--- src/rtl/stall_flush_controller.sv ---
// Pipeline hazard controller: load-use stalls, branch flushes, and a
// mul/div hold FSM, plus a saturating counter of PC-stall cycles.
module stall_flush_controller #(
    parameter int unsigned MD_LATENCY = 4,
    parameter int unsigned CNT_W      = 16
) (
    input  logic             clk,
    input  logic             rst,
    input  logic             MemReadE,
    input  logic [4:0]       RD_E,
    input  logic [4:0]       Rs1_D,
    input  logic [4:0]       Rs2_D,
    input  logic             PCSrcE,
    input  logic             MdStartE,
    output logic             StallF,
    output logic             StallD,
    output logic             StallE,
    output logic             FlushD,
    output logic             FlushE,
    output logic             md_go,
    output logic             md_done,
    output logic             md_busy,
    output logic [CNT_W-1:0] stall_count
);

    typedef enum logic [1:0] {
        IDLE = 2'd0,
        BUSY = 2'd1,
        DONE = 2'd2
    } state_t;

    localparam logic [7:0] CNT_INIT = 8'(MD_LATENCY - 2);

    state_t             state_q, state_d;
    logic [7:0]         cnt_q, cnt_d;
    logic [CNT_W-1:0]   stall_count_q, stall_count_d;
    logic               lw;
    logic               md_start;

    assign lw = MemReadE && (RD_E != 5'd0) && ((RD_E == Rs1_D) || (RD_E == Rs2_D));
    assign md_start = (state_q == IDLE) && MdStartE;

    always_ff @(posedge clk) begin
        if (rst) begin
            state_q       <= IDLE;
            cnt_q         <= '0;
            stall_count_q <= '0;
        end else begin
            state_q       <= state_d;
            cnt_q         <= cnt_d;
            stall_count_q <= stall_count_d;
        end
    end

    always_comb begin
        state_d = state_q;
        cnt_d   = cnt_q;
        unique case (state_q)
            IDLE: begin
                if (MdStartE) begin
                    state_d = BUSY;
                    cnt_d   = CNT_INIT;
                end
            end
            BUSY: begin
                if (cnt_q != 8'd0) begin
                    cnt_d = cnt_q - 8'd1;
                end else begin
                    state_d = DONE;
                end
            end
            DONE: begin
                // MdStartE here still belongs to the finishing op, so no restart
                state_d = IDLE;
            end
            default: begin
                state_d = IDLE;
            end
        endcase
    end

    // The md hold takes priority so the op sitting in E is never flushed
    always_comb begin
        StallF  = 1'b0;
        StallD  = 1'b0;
        StallE  = 1'b0;
        FlushD  = 1'b0;
        FlushE  = 1'b0;
        md_go   = 1'b0;
        md_done = 1'b0;
        md_busy = 1'b0;
        if (!rst) begin
            if (md_start || (state_q == BUSY)) begin
                StallF  = 1'b1;
                StallD  = 1'b1;
                StallE  = 1'b1;
                md_go   = md_start;
                md_busy = (state_q == BUSY);
            end else begin
                StallF  = lw;
                StallD  = lw;
                FlushE  = lw || PCSrcE;
                FlushD  = PCSrcE;
                md_done = (state_q == DONE);
            end
        end
    end

    always_comb begin
        stall_count_d = stall_count_q;
        if (StallF && (stall_count_q != '1)) begin
            stall_count_d = stall_count_q + 1'b1;
        end
    end

    assign stall_count = rst ? '0 : stall_count_q;

endmodule

--- config.mk ---
export PLATFORM = sky130hd
export DESIGN_NAME = stall_flush_controller
export DESIGN_NICKNAME = d
export VERILOG_FILES = /design/src/rtl/stall_flush_controller.sv
export SDC_FILE = /design/constraint.sdc
export NUM_CORES = 1
export LEC_CHECK = 0
export ABC_AREA = 1
export CORE_AREA = 2 2 70 85
export DETAILED_ROUTE_END_ITERATION = 16
export DIE_AREA = 0 0 72 87
export SYNTH_ARGS = -nofsm -noshare
export SYNTH_HDL_FRONTEND = slang
export SYNTH_SLANG_ARGS = --single-unit
--- constraint.sdc ---
create_clock -name clk -period 1.95 [get_ports clk]
set_input_delay 0.39 -clock clk [delete_from_list [all_inputs] [get_ports clk]]
set_output_delay 0.39 -clock clk [all_outputs]
set_load 0.02 [all_outputs]
==> results.md, run 1 <==
Placement:
- The wire-length estimate of the detail-placed layout is ~3700 um.
- Input and output buffers added on the ports amount to 43.
- The routability congestion estimate is 0.841.
- Once placement completed, the tool counted placed cells totaling 429.

Power and ir drop:
- Dividing total power by cell area gives a power density of approximately 650 nW/um^2.
- The leakage power figure is ~1.3 nW.
- The peak ir drop on the vdd network is approximately 0.00044 V.

Global route:
- Entering global routing, the biggest net connects 15 pins.
- The via count of the first global-routing pass came to about 1900.
- The first global-routing pass estimated 7860 um of wire.
- Summed over all layers, the global routing overflow is 0.
- The initial antenna violation count is 0.
- Across every metal layer, demand over resource in global routing totals 0.154.

Die:
- The floorplan has 30 rows.
- The area enclosed by the die boundary is roughly 6300 um^2.
- For this configuration, the core starts out at a cell density of 0.335.
- The die is between 80 and 90 um tall.
- After floorplanning, the core was sized to cover between 5000 and 6000 um^2.
- The floorplan step set the die width to approximately 72 um.
- 44 I/O pins were placed.

Timing:
- The maximum clock rate is 0.537 GHz.
- Setup violations remaining at the end of the flow were counted as 0.
- The final worst hold slack is ~0.5 ns.
- The total count of hold-check failures in the final report is 0.
- The time the worst path needs with I/O delays and setup is ~1.9 ns.
- The period utilization is 0.955.
- The setup skew after layout is between 0.003 and 0.004 ns.
- The actual transition at the worst max-transition pin is 0.312 ns.
- The worst-case headroom to the max-slew limit is 0.791.
- The count of pins over their slew limit is 0.

Drt:
- The detailed router finished its first iteration with 71 violations.
- In this run the remaining antenna-violating nets after routing total 0.
- In the routed layout, each cell is associated on average with a via count of ~4.5.
- The final wirelength is ~4600 um.
- The detailed-route via count is roughly 2000.
- The number of iterations in the first detailed-routing pass is 4.
- For this run, design rule violations remaining after detail routing come to 0.
- In the final routed layout, each cell accounts on average for between 10 and 15 um.

Layout:
- The proportion of layout cells with a drive suffix above 1 is 0.183.
- Once layout is complete, the utilization of the core stands at 0.453.
- The net count of the finished layout is between 300 and 400.
- The filler cells instantiated in the layout total 603.
- The post-synthesis to final-layout area growth is 35.3%.
- The count of non-filler cells in the finished layout is between 400 and 500.
- In the layout the commonest cells are sky130_fd_sc_hd__nand2_1, sky130_fd_sc_hd__inv_1, sky130_fd_sc_hd__nor2_1.
- Leaving out fill and tap cells, the most frequent cell in the layout is sky130_fd_sc_hd__nand2_1.
- The antenna cell count is 0.

Yosys:
- The number of distinct library cells after synthesis is 31.
- The share of the Yosys chip area taken by registers is 0.282.
- The cell count after synthesis came out at ~310.
- The number of nets produced by synthesis is around 330.
- The largest total area in the synthesized netlist belongs to sky130_fd_sc_hd__dfxtp_1.
- The share of synthesized area in the top cell type comes to 0.282.
- By area the synthesized netlist is led by sky130_fd_sc_hd__dfxtp_1, sky130_fd_sc_hd__nand2_1, sky130_fd_sc_hd__inv_1.
- The total standard cell area after synthesis is about 1800 um^2.
- Dividing the synthesized area by the synthesized cell count gives approximately 6.0 um^2.
- The count of synthesis-stage warnings from yosys is 0.
- After synthesis the netlist holds a flip-flop and latch count of 26.

CTS:
- Clock tree synthesis found a total of 26 sinks.
- Counting along the longest clock path gives a buffer depth of 2.
- CTS built an H-tree with a depth of 1.
- The number of buffers created by CTS is 3.
- The clock tree root driver cell is sky130_fd_sc_hd__clkbuf_8.
- TritonCTS built the clock tree.
- At the later pin of the worst-skew pair, clock insertion delay measures about 0.27 ns.
- Clock-pin slew was measured on the worst setup and hold paths at approximately 0.090 ns.

Critical path:
- The data arrival time at the worst-slack endpoint is around 1.5 ns.
- The critical path capture point type is an output pin.
- STA puts the critical path data required time at ~1.6 ns.
- The signal on the critical path passes through dlygate4sd2_1, nand2_1, nand2_1, nor2_1, nand3_1, nand2_2, nand2_2, a211oi_2, buf_4.
- Along the worst path, the maximum fanout reaches 2.
- The critical path is of the input pin to output pin type.
- The largest single stage delay on the critical path is 0.24 ns.
- STA classifies the critical path startpoint as an input pin.
- The slowest stage of the critical path belongs to the cell sky130_fd_sc_hd__dlygate4sd2_1.

Job:
- The number of max-cap violations is 0.

Status:
- The run finished with clean final reports.

Hold path:
- The type of the tightest min-delay check is flip-flop to flip-flop.
==> kinds of logic after synthesis <==
logic type / Yosys count / synth area share
buf+inv: 71 / 0.157
compound gates: 15 / 0.0461
xor+xnor: 8 / 0.0379
flops: 26 / 0.282
fa+ha+maj: 3 / 0.0203
simple gates: 185 / 0.457
==> cell type report <==
type	instances	area [um^2]	share of cell area
clock buffer	3	41.3	0.0165
sequential	26	520	0.208
tap	64	80.1	0.0320
inverter	64	240	0.0961
multi-input combinational	211	1060	0.424
timing repair buffer	67	557	0.223
==> synthesized netlist by cell type, drive strengths merged <==
cell,count
ha,3
inv,64
a211oi,1
xnor2,4
nor3,7
buf,6
dfxtp,26
nor2,54
xor2,4
nand4,12
o21ai,2
nand2,87
nand3,22
clkbuf,1
a21oi,11
a221oi,1
nor3b,1
or2,2
==> where the power goes <==
part           internal [mW]  switching (mW)  leakage [nW]
Combinational          0.306           0.367          1.11
Sequential             0.585          0.0523         0.211
Clock                  0.139           0.169        0.0216
==> path summary, 6_finish.rpt <==
path	startpoint	cells past startpoint	to	slack, ns
worst min-delay path	cnt_q[0]	1	cnt_q[0]	0.49
worst max register to register	stall_count_q[0]	10	stall_count_q[1]	0.24
worst min register to register	cnt_q[0]	1	cnt_q[0]	0.49
worst max-delay path	Rs1_D[1]	9	FlushE	0.09
==> worst max-delay path, delay by kind of cell <==
kind / cells / cell delay [ns]
simple gates: 6 / 0.48
buf+inv: 2 / 0.41
compound gates: 1 / 0.20
==> metrics by stage <==
step	setup slack, ns	TNS [ns]	area (um^2)	total power [mW]
final	0.0883	0	2500	1.62
after global routing	-0.00431	-0.00431	2500	1.75
after CTS	-0.00583	-0.0107	2480	1.62
after detailed placement	-0.716	-10.12	2480	1.33
after global placement	-0.686	-9.74	2480	1.32
after floorplan	0.186	0	1850	1.07
==> state kept, by name (all words and copies together) (netlist names) <==
register / count
cnt_q: 8
state_q: 2
stall_count_q: 16
==> per-layer routing <==
| metal | GRT usage | vias to the layer above | wire (um) |
|---|---|---|---|
| met3 | 0.0162 | 2 | 109 |
| met5 | 0 | - | 0 |
| li1 | - | 1057 | - |
| met4 | 0.0446 | 0 | 20 |
| met2 | 0.294 | 24 | 2440 |
| met1 | 0.177 | 883 | 1980 |
==> timing repair <==
| item | in CTS | in global routing |
|---|---|---|
| hold buffers | 0 | 0 |
| buffers inserted | 1 | 2 |
| gates resized for setup | 73 | 21 |
| pin swaps | 7 | 12 |
| setup endpoints to repair | 24 | 6 |
No activity file was read; power rests on OpenSTA's default activity.
==> inputs of run 2 (changes only) <==
Settings changed: CORE_AREA 2 2 70 85 to 2 2 89 48, DIE_AREA 0 0 72 87 to 0 0 91 50, PLACE_DENSITY from default to 0.79.
==> results.md, run 2 (synthesis results as in run 1) <==
Placement:
- The number of buffers added on ports is 43 (unchanged).
- The HPWL reported at the end of detailed placement is 3840 um (+3.9%).
- The routability congestion estimate was 0.947 (+13%).

Drt:
- Routed signal wires occupy layers up through met4.
- The detailed-route via count came to 2010 (+2.2%).
- The met1 layer wirelength in the final routing is 2330 um (+18%).
- The final wirelength was 4750 um (+4.3%).
- The remaining number of nets flagged by the antenna check after routing is 0 (unchanged).
- The via density per instance is 4.77 (+5.6%).
- The number of remaining DRC errors was 0 (unchanged).
- The final routed wire length divided by cell count is 11.3 um (+7.8%).
- The number of violations reported at the end of detailed-routing iteration 0 is 175 (+150%).
- The detailed route wirelength on metal3 is 497 um (+360%).
- The number of iterations in the first detailed-routing pass is 5 (+1).
- The met2 layer wire length in the routed design was 1890 um (-23%).

Critical path:
- STA classifies the critical path endpoint as an output pin.
- The slack of the worst reg-to-reg path is 0.14 ns (-0.10 ns).
- The critical register-to-register path startpoint is stall_count_q[0].
- Broken down by cell family, the worst path's largest delay share belongs to buffers and inverters.
- Walking the worst path, the cells encountered are clkdlybuf4s50_1, buf_4, nor2_1, dlygate4sd2_1.
- The number of buffer and inverter stages on the critical path is 3 (+1).
- The required time at the worst-slack endpoint is 1.56 ns (about the same).
- On the critical path, the stage with the largest delay is an instance of sky130_fd_sc_hd__clkdlybuf4s50_1.
- The kind of critical path is input pin to output pin.
- The maximum single-stage delay on the critical path is 0.55 ns (+0.31 ns).
- The endpoint identified for the worst register-to-register timing path is stall_count_q[2].
- The top fanout value on the critical path is 12 (+10).
- The startpoint type of the worst setup path is an input pin.
- The data arrival time at the worst-slack endpoint is 1.54 ns (+0.07 ns).
- The number of cells traversed by the worst register-to-register path is 10 (unchanged).

Layout:
- In the final layout, the registers with the most flip-flops are stall_count_q (16), cnt_q (8), state_q (2).
- The storage element area came to 520 um^2 (unchanged).
- Leaving out fill and tap cells, the most frequent cells in the layout are sky130_fd_sc_hd__nand2_1, sky130_fd_sc_hd__inv_1, sky130_fd_sc_hd__nor2_1.
- The multi-input combinational cell area is 1070 um^2 (+0.71%).
- The flip-flop count of the largest register after layout was 16 (unchanged).
- The net count reported at finish was 391 (-1.3%).
- The number of fill cells in the layout is 371 (-38%).
- The proportion of layout cells with a drive suffix above 1 was 0.199 (+0.0156).
- Ranked by flip-flop count, first place goes to stall_count_q.
- The most common library cell in the layout ignoring fill and taps is sky130_fd_sc_hd__nand2_1.
- The antenna cell count was 0 (unchanged).
- The post-synthesis to final-layout area growth is 32.6%.

Global route:
- The pin count of the biggest net entering global routing is 15 (unchanged).
- The total global routing overflow came to 0 (unchanged).
- The combined global-route utilization of all metal layers came to 0.223 (+0.0698).
- The global-route wire length before repair is 8050 um (+2.4%).
- The initial antenna violation count is 0 (unchanged).
- The via count of the first global-routing pass is 1799 (-4.0%).

CTS:
- The later-pin clock latency in the skew report is 0.28 ns (about the same).
- The number of hold buffers added after cts is 0 (unchanged).
- The total number of H-tree levels is 1 (unchanged).
- The number of buffers created by CTS is 3 (unchanged).
- The clock-pin slew on the worst setup and hold paths is 0.10 ns (about the same).
- The total number of clock tree sinks is 26 (unchanged).
- TritonCTS built the clock tree.
- The cell sitting at the root of the clock tree is a sky130_fd_sc_hd__clkbuf_8.
- The maximum number of buffers from clock root to sink came to 2 (unchanged).

Timing:
- The worst-case headroom to the max-slew limit came to 0.764 (-0.0279).
- The actual transition at the worst max-transition pin was 0.353 ns (+0.0412 ns).
- The count of pins over their slew limit is 0 (unchanged).
- The number of setup violations in the final report is 0 (unchanged).
- The setup skew after layout is 0.0123 ns (+0.00841 ns).
- The sum of negative setup slack was 0 ns (unchanged).
- The time the worst path needs with I/O delays and setup is 1.93 ns (+0.0646 ns).
- The period utilization came to 0.988 (+0.0331).
- The final worst hold slack is 0.471 ns (-0.0166 ns).
- The total count of hold-check failures in the final report came to 0 (unchanged).
- The maximum clock rate is 0.519 GHz (-3.4%).
- Setup repair after global routing could not meet its margin everywhere.

Hold path:
- The worst hold path stage count is 1 (unchanged).
- The worst hold path terminates at cnt_q[0].
- The startpoint identified for the worst hold timing path is cnt_q[0].
- The tightest min-delay check is of the flip-flop to flip-flop type.

Die:
- The area enclosed by the die boundary is 4550 um^2 (-27%).
- The starting density of the core came to 0.491 (+0.156).
- The die extent in y came to 50 um (-43%).
- The number of primary I/O pins came to 44 (unchanged).
- The horizontal die dimension is 91 um (+26%).
- The number of placement rows is 16 (-47%).
- The area of the core is 3760 um^2 (-32%).

Power and ir drop:
- The power per cell area is 678 nW/um^2 (+4.7%).
- The peak ir drop on the vdd network is 0.000673 V (+53%).
- The total chip power was 1.66 mW (+2.6%).
- The leakage power figure is 1.28 nW (-4.9%).

Status:
- The run finished with clean final reports.

Job:
- The number of max-cap violations is 0 (unchanged).
==> run 2: layout make-up <==
type                            count  share of cell area
Inverter                           64              0.0981
Tap cell                           54              0.0276
Timing Repair Buffer               62               0.203
Sequential cell                    26               0.213
Multi-Input combinational cell    211               0.436
Clock buffer                        4              0.0225
==> run 2: how the worst max path moves through the flow <==
| stage | start | endpoint | slack (ns) | depth (start not counted) |
|---|---|---|---|---|
| 2_1_floorplan | RD_E[3] | FlushE | 0.19 | 8 |
| 6_report | rst | stall_count[14] | 0.02 | 4 |
| 5_1_grt | Rs2_D[0] | FlushE | -0.03 | 9 |
| 3_3_place_gp | RD_E[1] | FlushE | -0.67 | 10 |
| 4_1_cts | rst | stall_count[6] | 0.006 | 4 |
| 3_5_place_dp | RD_E[4] | FlushE | -0.72 | 10 |
==> run 2: per-layer routing <==
layer,GRT usage,vias up
met1,0.323,864
met3,0.0596,4
met4,0.0379,0
met2,0.337,87
li1,-,1055
met5,0,-
==> run 2: worst register-to-register path, stage by stage, from the launching register on <==
cell and delay (ns):
sky130_fd_sc_hd__dfxtp_1 0.43, sky130_fd_sc_hd__ha_1 0.23, sky130_fd_sc_hd__nand2_2 0.10, sky130_fd_sc_hd__nor2_4 0.19, sky130_fd_sc_hd__nand2_1 0.09, sky130_fd_sc_hd__nor2_1 0.15
sky130_fd_sc_hd__nand3_1 0.18, sky130_fd_sc_hd__nand2_2 0.16, sky130_fd_sc_hd__nand2_1 0.07, sky130_fd_sc_hd__nand2_1 0.08, sky130_fd_sc_hd__inv_1 0.04
==> run 2: metrics by stage <==
step / worst slack, ns / utilization / instance area [um^2] / std cells
finish: 0.0237 / 0.651 / 2450 / 421
global route: -0.0310 / 0.651 / 2450 / 421
global placement: -0.675 / 0.646 / 2430 / 416
floorplan: 0.186 / - / 1850 / 308
detailed placement: -0.725 / 0.646 / 2430 / 416
CTS: 0.00579 / 0.651 / 2450 / 421
==> run 2: repair_timing <==
item / CTS / global route
setup buffers: 1 / 0
cloned: 0 / 0
hold endpoints to repair: 0 / 0
pin swaps: 9 / 5
endpoints found under the setup margin: 24 / 21
resized for setup: 75 / 35
==> run 2: where the power goes <==
part / switching (mW) / internal, mW / leakage (nW)
Combinational: 0.380 / 0.288 / 1.04
Sequential: 0.0545 / 0.585 / 0.211
Clock: 0.172 / 0.181 / 0.0288
==> inputs of run 3 (changes only) <==
Settings changed: SKIP_LAST_GASP from default to 1.
==> results.md, run 3 (synthesis results as in run 1) <==
Status:
- The flow ran to the end, and the final reports show no timing, DRC or antenna violations.

Layout:
- The multi-input combinational cell area is 1060 um^2 (-0.47%).
- The antenna cell count is 0 (unchanged).
- The storage element area is 520 um^2 (unchanged).
- The post-layout instance area is 2450 um^2 (+0.10%).
- The number of fill cells in the layout is 374 (+0.81%).
- The largest register by flop count is stall_count_q.
- The most common library cell in the layout ignoring fill and taps is sky130_fd_sc_hd__nand2_1.
- In the final layout, the registers with the most flip-flops are stall_count_q (16), cnt_q (8), state_q (2).
- The proportion of layout cells with a drive suffix above 1 was 0.188 (-0.0109).
- The net count reported at finish was 391 (unchanged).
- The post-synthesis to final-layout area growth is 32.7%.
- The top cell types in the final layout, fill and taps aside, are sky130_fd_sc_hd__nand2_1, sky130_fd_sc_hd__inv_1, sky130_fd_sc_hd__nor2_1.
- The flip-flop count of the largest register after layout is 16 (unchanged).
- The count of non-filler cells in the finished layout is 421 (unchanged).

Global route:
- The via count of the first global-routing pass is 1799 (unchanged).
- The pin count of the biggest net entering global routing is 15 (unchanged).
- The combined global-route utilization of all metal layers came to 0.223 (unchanged).
- The initial antenna violation count is 0 (unchanged).
- The total global routing overflow is 0 (unchanged).
- The global-route wire length before repair was 8050 um (unchanged).

Placement:
- The instance area after placement is 2430 um^2 (unchanged).
- The worst slack at placement is -0.725 ns (unchanged).
- The count of placed standard cells including taps was 416 (unchanged).
- The routability congestion estimate was 0.947 (unchanged).
- The HPWL reported at the end of detailed placement is 3840 um (unchanged).
- The number of buffers added on ports is 43 (unchanged).

Critical path:
- The critical path capture point type is an output pin.
- The master of the slowest instance on the critical path is sky130_fd_sc_hd__clkdlybuf4s50_1.
- The critical path's top delay family is buffers and inverters.
- The slack of the worst reg-to-reg path is 0.14 ns (about the same).
- The maximum single-stage delay on the critical path is 0.55 ns (about the same).
- The top fanout value on the critical path is 12 (unchanged).
- The critical path goes through clkdlybuf4s50_1, buf_4, nor2_1, dlygate4sd2_1.
- In this run the critical register-to-register path is launched from stall_count_q[0].
- The critical path ends at stall_count[14].
- The setup path with the least slack is of type input pin to output pin.
- STA classifies the critical path startpoint as an input pin.
- The number of cells traversed by the worst register-to-register path is 10 (unchanged).
- The number of buffer and inverter stages on the critical path is 3 (unchanged).
- The data arrival time at the worst-slack endpoint came to 1.54 ns (about the same).
- The number of cells on the critical path is 4 (unchanged).
- The reg-to-reg endpoint is stall_count_q[2].
- The critical path starts at rst.
- The required time at the worst-slack endpoint is 1.56 ns (about the same).

CTS:
- The clock-pin slew on the worst setup and hold paths is 0.10 ns (about the same).
- The tree is rooted in a sky130_fd_sc_hd__clkbuf_8.
- The maximum number of buffers from clock root to sink is 2 (unchanged).
- The total number of H-tree levels is 1 (unchanged).
- The later-pin clock latency in the skew report is 0.28 ns (about the same).
- The clock tree from TritonCTS is built.
- The number of buffers created by CTS is 3 (unchanged).
- The total number of clock tree sinks is 26 (unchanged).

Job:
- The number of max-cap violations is 0 (unchanged).

Power and ir drop:
- The share of power burned in registers was 0.386 (about the same).
- The power share of the clock group came to 0.212 (about the same).
- The switching portion of total power is 0.363 (-0.00223).
- The peak ir drop on the vdd network is 0.000672 V (-0.10%).
- The relative contribution of combinational cells to total power is 0.402 (about the same).
- The power per cell area was 676 nW/um^2 (-0.34%).
- The internal power came to 1.05 mW (+0.11%).
- The leakage power figure is 1.29 nW (+0.65%).
- The net switching power figure is 0.601 mW (-0.85%).

Die:
- The starting density of the core is 0.491 (unchanged).
- The area enclosed by the die boundary is 4550 um^2 (unchanged).
- The horizontal die dimension is 91 um (unchanged).
- The die extent in y is 50 um (unchanged).
- The number of placement rows is 16 (unchanged).
- The number of primary I/O pins came to 44 (unchanged).
- The area of the core was 3760 um^2 (unchanged).

Hold path:
- The type of the tightest min-delay check is flip-flop to flip-flop.

Drt:
- The number of iterations in the first detailed-routing pass came to 5 (unchanged).
- The final wirelength is 4760 um (+0.23%).
- The number of violations reported at the end of detailed-routing iteration 0 is 227 (+30%).
- The final routed wire length divided by cell count is 11.3 um (+0.23%).
- The detailed-route via count is 1995 (-0.75%).
- The via density per instance is 4.74 (-0.75%).
- The remaining number of nets flagged by the antenna check after routing is 0 (unchanged).
- The number of remaining DRC errors is 0 (unchanged).

Timing:
- The period utilization is 0.988 (about the same).
- The least setup slack across all paths after layout is 0.0243 ns (+0.000653 ns).
- The maximum clock rate is 0.519 GHz (about the same).
- The worst-case headroom to the max-slew limit is 0.782 (+0.0184).
- The number of setup violations in the final report is 0 (unchanged).
- The actual transition at the worst max-transition pin was 0.326 ns (-0.0275 ns).
- The setup skew after layout came to 0.0133 ns (+0.000921 ns).
- The count of pins over their slew limit is 0 (unchanged).
- The time the worst path needs with I/O delays and setup came to 1.93 ns (-0.000653 ns).
- The total count of hold-check failures in the final report is 0 (unchanged).
- Setup repair after global routing could not meet its margin everywhere.
- The sum of negative setup slack is 0 ns (unchanged).
-- run 3: changes by cell type in the layout (fill, tap and decap cells not counted), sizes merged --
cell	delta
clkbuf	-2
dlygate4sd2	+2
-- run 3: worst register-to-register path, cell delays in order, from the launching register on --
cell and delay, ns:
sky130_fd_sc_hd__dfxtp_1 0.43, sky130_fd_sc_hd__ha_1 0.23, sky130_fd_sc_hd__nand2_2 0.10, sky130_fd_sc_hd__nor2_4 0.19, sky130_fd_sc_hd__nand2_1 0.09, sky130_fd_sc_hd__nor2_1 0.15, sky130_fd_sc_hd__nand3_1 0.19, sky130_fd_sc_hd__nand2_2 0.17
sky130_fd_sc_hd__nand2_1 0.07, sky130_fd_sc_hd__nand2_1 0.07, sky130_fd_sc_hd__inv_1 0.04
-- run 3: layer usage --
metal	part of all wire	vias to the layer above	global-route usage
met1	0.51	870	0.323
met2	0.40	71	0.337
met3	0.087	2	0.0596
met5	0	-	0
met4	0.0029	0	0.0379
li1	-	1052	-
-- run 3: power groups by stage --
| stage | Combinational [mW] | Sequential, mW | Clock (mW) |
|---|---|---|---|
| 2_1_floorplan | 0.437 | 0.635 | 0 |
| 3_3_place_gp | 0.650 | 0.646 | 0 |
| 3_5_place_dp | 0.667 | 0.646 | 0 |
| 4_1_cts | 0.652 | 0.635 | 0.357 |
| 5_1_grt | 0.745 | 0.645 | 0.389 |
| 6_report | 0.666 | 0.639 | 0.350 |
-- run 3: worst min path at each step --
stage,startpoint,end,slack [ns],cells past startpoint
global placement,cnt_q[0],cnt_q[0],0.44,1
CTS,cnt_q[0],cnt_q[0],0.46,1
finish,cnt_q[0],cnt_q[0],0.47,1
detailed placement,cnt_q[0],cnt_q[0],0.44,1
global route,cnt_q[0],cnt_q[0],0.48,1
floorplan,cnt_q[0],cnt_q[0],0.42,1
-- run 3: cell type report --
cell class                      instances  share of cell area
Clock buffer                            4              0.0225
Inverter                               64              0.0980
Multi-Input combinational cell        211               0.433
Sequential cell                        26               0.212
Tap cell                               54              0.0276
Timing Repair Buffer                   62               0.206
-- run 3: what timing repair did --
| action | in CTS | in global routing |
|---|---|---|
| hold buffers | 0 | 0 |
| pin swaps | 9 | 5 |
| buffers inserted | 1 | 0 |
| setup endpoints to repair | 24 | 21 |
| resized for setup | 75 | 29 |
-- run 3: through the flow --
| stage | hold slack [ns] | utilization | total power [mW] |
|---|---|---|---|
| 2_1_floorplan | 0.422 | - | 1.07 |
| 3_3_place_gp | 0.442 | 0.646 | 1.30 |
| 3_5_place_dp | 0.441 | 0.646 | 1.31 |
| 4_1_cts | 0.462 | 0.651 | 1.64 |
| 5_1_grt | 0.484 | 0.651 | 1.78 |
| 6_report | 0.472 | 0.651 | 1.66 |
